`src/rtl/dmem_ctrl.sv`:
```
// Data-memory controller: turns a MEM-stage load/store into a single RAM word access with lane steering and load extension.
// Latency: 3 cycles minimum per access (IDLE, ACCESS with same-cycle ack, DONE); a missing ack times out after MAX_WAIT ACCESS cycles.
// Backpressure: stall_o holds IF..MEM while an access is in flight; ram_req_o and its qualifiers stay stable until ram_ack_i.
module dmem_ctrl #(
    parameter int MAX_WAIT = 16
) (
    input  logic        clk,
    input  logic        rst,
    input  logic        mem_req_i,
    input  logic        mem_we_i,
    input  logic [2:0]  mem_funct3_i,
    input  logic [31:0] mem_addr_i,
    input  logic [31:0] rd_data_mem_i,
    input  logic [31:0] wb_data_i,
    input  logic        forwardC_mem_i,
    output logic        stall_o,
    output logic [31:0] load_data_o,
    output logic        load_valid_o,
    output logic        fault_o,
    output logic        ram_req_o,
    output logic        ram_we_o,
    output logic [3:0]  ram_be_o,
    output logic [31:0] ram_addr_o,
    output logic [31:0] ram_wdata_o,
    input  logic        ram_ack_i,
    input  logic [31:0] ram_rdata_i
);

    localparam int CW = $clog2(MAX_WAIT + 1);

    typedef enum logic [1:0] {IDLE, ACCESS, DONE} state_t;

    state_t         state;
    logic [31:0]    addr_q;
    logic [2:0]     funct3_q;
    logic           we_q;
    logic [CW-1:0]  wait_cnt;

    logic           f3_ok;
    logic           aligned;
    logic           legal;
    logic [31:0]    store_data;
    logic [3:0]     st_be;
    logic [31:0]    st_wdata;
    logic [7:0]     ld_byte;
    logic [15:0]    ld_half;
    logic [31:0]    ld_ext;

    // Stores only have B/H/W encodings; the unsigned codes are load-only.
    always_comb begin
        f3_ok = 1'b0;
        case (mem_funct3_i)
            3'b000, 3'b001, 3'b010: f3_ok = 1'b1;
            3'b100, 3'b101:         f3_ok = ~mem_we_i;
            default:                f3_ok = 1'b0;
        endcase
    end

    always_comb begin
        aligned = 1'b1;
        case (mem_funct3_i[1:0])
            2'b01:   aligned = ~mem_addr_i[0];
            2'b10:   aligned = (mem_addr_i[1:0] == 2'b00);
            default: aligned = 1'b1;
        endcase
    end

    assign legal      = mem_req_i & f3_ok & aligned;
    assign store_data = forwardC_mem_i ? wb_data_i : rd_data_mem_i;

    always_comb begin
        st_be    = 4'b1111;
        st_wdata = store_data;
        case (mem_funct3_i[1:0])
            2'b00: begin
                st_be    = 4'b0001 << mem_addr_i[1:0];
                st_wdata = {4{store_data[7:0]}};
            end
            2'b01: begin
                st_be    = 4'b0011 << {mem_addr_i[1], 1'b0};
                st_wdata = {2{store_data[15:0]}};
            end
            default: begin
                st_be    = 4'b1111;
                st_wdata = store_data;
            end
        endcase
    end

    // Lane select uses the address latched at acceptance, not the live pipeline input.
    always_comb begin
        ld_byte = ram_rdata_i[7:0];
        case (addr_q[1:0])
            2'b00:   ld_byte = ram_rdata_i[7:0];
            2'b01:   ld_byte = ram_rdata_i[15:8];
            2'b10:   ld_byte = ram_rdata_i[23:16];
            default: ld_byte = ram_rdata_i[31:24];
        endcase
        ld_half = addr_q[1] ? ram_rdata_i[31:16] : ram_rdata_i[15:0];
        ld_ext  = ram_rdata_i;
        case (funct3_q)
            3'b000:  ld_ext = {{24{ld_byte[7]}}, ld_byte};
            3'b001:  ld_ext = {{16{ld_half[15]}}, ld_half};
            3'b100:  ld_ext = {24'd0, ld_byte};
            3'b101:  ld_ext = {16'd0, ld_half};
            default: ld_ext = ram_rdata_i;
        endcase
    end

    assign stall_o = (state == ACCESS) || ((state == IDLE) && !rst && legal);

    always_ff @(posedge clk) begin
        if (rst) begin
            state        <= IDLE;
            addr_q       <= '0;
            funct3_q     <= '0;
            we_q         <= 1'b0;
            wait_cnt     <= '0;
            load_data_o  <= '0;
            load_valid_o <= 1'b0;
            fault_o      <= 1'b0;
            ram_req_o    <= 1'b0;
            ram_we_o     <= 1'b0;
            ram_be_o     <= '0;
            ram_addr_o   <= '0;
            ram_wdata_o  <= '0;
        end else begin
            load_valid_o <= 1'b0;
            fault_o      <= 1'b0;
            case (state)
                IDLE: begin
                    if (legal) begin
                        state       <= ACCESS;
                        addr_q      <= mem_addr_i;
                        funct3_q    <= mem_funct3_i;
                        we_q        <= mem_we_i;
                        wait_cnt    <= '0;
                        ram_req_o   <= 1'b1;
                        ram_we_o    <= mem_we_i;
                        ram_be_o    <= mem_we_i ? st_be : 4'b1111;
                        ram_addr_o  <= {mem_addr_i[31:2], 2'b00};
                        ram_wdata_o <= mem_we_i ? st_wdata : 32'd0;
                    end else if (mem_req_i) begin
                        fault_o <= 1'b1;
                    end
                end
                ACCESS: begin
                    if (ram_ack_i || (wait_cnt == CW'(MAX_WAIT - 1))) begin
                        state       <= DONE;
                        ram_req_o   <= 1'b0;
                        ram_we_o    <= 1'b0;
                        ram_be_o    <= '0;
                        ram_addr_o  <= '0;
                        ram_wdata_o <= '0;
                        fault_o     <= ~ram_ack_i;
                        if (!we_q) begin
                            load_data_o  <= ram_ack_i ? ld_ext : 32'd0;
                            load_valid_o <= 1'b1;
                        end
                    end else begin
                        wait_cnt <= wait_cnt + 1'b1;
                    end
                end
                DONE: begin
                    state <= IDLE;
                end
                default: begin
                    state <= IDLE;
                end
            endcase
        end
    end

endmodule

```
`config.mk`:
```
export PLATFORM = sky130hd
export DESIGN_NAME = dmem_ctrl
export DESIGN_NICKNAME = d
export VERILOG_FILES = /design/src/rtl/dmem_ctrl.sv
export SDC_FILE = /design/constraint.sdc
export NUM_CORES = 1
export LEC_CHECK = 0
export CORE_MARGIN = 3
export CORE_UTILIZATION = 29
export CTS_CLUSTER_SIZE = 16
export DETAILED_ROUTE_END_ITERATION = 10
export HOLD_SLACK_MARGIN = 0.08
export PLACE_DENSITY = 0.59
export RECOVER_POWER = 100
export SYNTH_ARGS = -nofsm -noshare
export SYNTH_HDL_FRONTEND = slang
export SYNTH_SLANG_ARGS = --single-unit
export TNS_END_PERCENT = 20
```
`constraint.sdc`:
```
create_clock -name clk -period 2.5 [get_ports clk]
set_input_delay 0.375 -clock clk [delete_from_list [all_inputs] [get_ports clk]]
set_output_delay 0.375 -clock clk [all_outputs]
set_load 0.02 [all_outputs]
```
==> results of run 1 <==
state kept, by name, summed over array words and instances (netlist names):
| register | cells |
|---|---|
| addr_q | 2 |
| wait_cnt | 5 |
| funct3_q | 3 |
| ram_addr_o | 30 |
| we_q | 1 |
| load_data_o | 32 |
| load_valid_o | 1 |
| ram_be_o | 4 |
| ram_we_o | 1 |
| ram_wdata_o | 32 |
| state | 2 |
| ram_req_o | 1 |
| fault_o | 1 |
Yosys cell counts (3+ instances only):
library cell | n | share of area
inv_1 | 16 | 0.012
nor2_1 | 31 | 0.023
a32o_1 | 3 | 0.0058
nor3_1 | 6 | 0.0058
a21oi_1 | 26 | 0.025
o21ai_0 | 26 | 0.025
a31oi_1 | 3 | 0.0036
mux2i_1 | 22 | 0.043
o22ai_1 | 5 | 0.0061
ha_1 | 5 | 0.012
buf_6 | 6 | 0.013
nor2b_1 | 21 | 0.026
and2_1 | 4 | 0.0049
a221oi_1 | 7 | 0.012
a22o_1 | 46 | 0.078
nand2b_1 | 6 | 0.0073
a22oi_1 | 5 | 0.0073
nand2_1 | 39 | 0.028
nand3_1 | 4 | 0.0039
o2bb2ai_1 | 16 | 0.027
buf_2 | 18 | 0.017
clkbuf_1 | 14 | 0.010
a21boi_0 | 5 | 0.0073
mux2_2 | 18 | 0.039
dfxtp_1 | 115 | 0.45
o21ai_1 | 21 | 0.020
mux4_2 | 6 | 0.026
buf_4 | 4 | 0.0058
power breakdown:
group | switching [mW] | total [mW] | internal [mW]
combinational | 0.378 | 0.816 | 0.438
sequential | 0.0333 | 1.92 | 1.89
clock | 0.909 | 2.34 | 1.43
worst reg2reg max path, cell delays in order (launching register included):
cell and delay (ns):
dfxtp_1 0.33, ha_1 0.21, and3_1 0.19, ha_1 0.21
o21ai_0 0.44, and3_1 0.47, clkbuf_1 0.27, o2bb2ai_1 0.14
metal layers:
metal / vias up / part of all wire / global-route usage
li1: 2428 / - / -
met1: 2293 / 0.41 / 0.219
met2: 220 / 0.48 / 0.304
met3: 30 / 0.085 / 0.0636
met4: 2 / 0.023 / 0.0705
met5: - / 0.00073 / 0
per-stage QoR:
step	instance area, um2	setup TNS (ns)
floorplan	5150	0
global placement	7850	-0.220
detailed placement	7850	-0.274
CTS	8440	0
global route	8430	0
finish	8430	0
cells by family after synthesis:
family	share of synthesized area
adder cells (fa/ha/maj)	0.0121
XOR/XNOR	0.00340
AO/OA/AOI/OAI	0.245
other	0.000728
flip-flops	0.447
AND/OR/NAND/NOR	0.124
buffers and inverters	0.0590
multiplexers	0.108
layout make-up:
type | instances | share of cell area
clock inverters | 13 | 0.0148
well taps | 225 | 0.0334
flip-flops and latches | 115 | 0.273
multi-input cells | 359 | 0.304
diodes | 1 | 0.000297
clock buffers | 19 | 0.0537
inverters | 16 | 0.00713
repair buffers | 269 | 0.313
worst max path at each step:
stage / slack, ns / start / depth (start not counted) / end
CTS: 0.03 / mem_funct3_i[0] / 8 / stall_o
floorplan: 0.48 / wait_cnt[0]$_SDFFE_PP0P_ / 11 / load_data_o[26]$_SDFFE_PP0P_
detailed placement: -0.27 / mem_funct3_i[1] / 8 / stall_o
global placement: -0.22 / mem_funct3_i[0] / 8 / stall_o
finish: 0.12 / mem_funct3_i[1] / 8 / stall_o
global route: 0.02 / mem_funct3_i[1] / 8 / ram_be_o[2]$_SDFFE_PP0P_
timing repair:
item | in CTS | in global routing
hold endpoints to repair | 0 | 0
pin swaps | 1 | 1
gates cloned | 0 | 0
endpoints found under the setup margin | 1 | 1
resized for setup | 4 | 6
==> run metrics, run 1 <==
most common cell after layout, fill and taps aside=clkdlybuf4s50_1; critical path required time=2.12 ns; worst path bufs/invs=3; startpoint-to-endpoint class of the critical path=input pin to primary output; register bit total from synthesis=115; floorplan die area=19400 um2; cell count after synthesis=532; part of the cycle the worst path needs=0.950; worst-case hold path end point=funct3_q[0]$_SDFFE_PP0P_; crit-path leading delay family=buffers and inverters; maximum net fanout on the critical path=3; HPWL after detailed placement=13.9 mm; Multi-input gate area=2560 um2; port buffer count=239; height of the chip=139 um; number of nets in the final layout=920; number of cells traversed by the worst register-to-register path=7; DR WL/cell=17.4 um; final setup skew=0.00800 ns; I/O pin count=242; clk slew on worst S/H paths=0.05 ns; CP Cell Sequence=clkdlybuf4s50_1, inv_1, ha_2, o31ai_4, a21oi_2, a31oi_1, nor2_1, clkdlybuf4s15_2; share of final-layout standard cells stronger than drive strength 1=0.116; FF-to-FF Start=wait_cnt[0]$_SDFFE_PP0P_; register-to-register path setup slack=0.17 ns; number of nets with antenna violations after detailed routing=0; area overhead of the layout relative to synthesis=63.7%; fmax=421 MHz; sequential cell area fraction in the yosys report=0.447; detailed-routing iteration count for the pre-antenna-repair pass=4; Tmin final=2.38 ns; longest individual stage delay on the worst path=0.51 ns; unrepaired setup endpoints after global routing=no; yosys warns=0; # hold bufs at CTS=0; ratio of routed vias to standard cells=4.89; worst-margin pin slew=0.631 ns; synthesized area per cell=9.68 um2; clock tree from TritonCTS=built; number of flops mapped to enable cells by yosys=0; depth of the worst hold-timing path=3; pwr dens=603 nW/um2; kind of capture point of the worst setup path=primary output; wire length of the first global-routing pass=28.2 mm; peak supply drop=0.000452 V; total clock buffers created by CTS=17; insertion delay to the later sink of the worst-skew pair=0.41 ns; global route total overflow=0; worst hold slack after final layout=0.372 ns; Maximum Capacitance Violations=0; Max clock buf depth=2; fill cell total of the finished layout=1609; non-filler cells, final=1017; starting DRC count in detailed routing=169; maximum number of pins on one net before global-route repair=35; total wire length after detailed routing=17.7 mm; post-synthesis async set-or-reset flop share=0; Worst Slack Setup Final=0.124 ns; total core area=17400 um2; element type at the critical path start=input pin; relative slew slack=0.579; cell at the slowest stage of the critical path=clkdlybuf4s50_1; commonest cells after routing, fill and taps aside=clkdlybuf4s50_1, dfxtp_1, dlygate4sd3_1, a22o_1, o21ai_0; Clock Sink Count=115; global-route total usage across every layer=0.183; synth unique cells=56; count of endpoints failing setup in the final report=0; last weighted congestion value of the routability-driven placer=0.849; Leak=3.52 nW; Netlist Area Pre-Place=5150 um2; arrival time of data at the critical path endpoint=2.00 ns; launch point of the worst hold path=mem_funct3_i[0]; row cnt=48; Worst Setup Slack post-DPL=-0.274 ns; drt drc=0; placed insts=984; clock root cell=clkbuf_16; outcome=complete, no violations; total power after layout=5.08 mW; width of the die=139 um; vias in the first global route=5191; Hold/Removal Path Class=input pin to flop; Fin. Hold Viols=0; fin util=0.486; Seq. cell area=2300 um2; via total after detailed routing=4973; Post-CTS Repair Setup Buffers=0; maximum level of the CTS H-tree=4; Worst R2R End=ram_wdata_o[15]$_SDFFE_PP0P_; Initial Utilization=0.297; antenna violations before repair=1; count of final max-slew check failures=0; dominant synthesized flop cell=dfxtp_1
Note: power is estimated with default switching activity, not from simulation.
==> run 2, diff against run 1 <==
- SLEW_MARGIN: unset -> 10
==> results of run 2 <==
No change in the layout: final DEF, timing and power equal those of run 1.
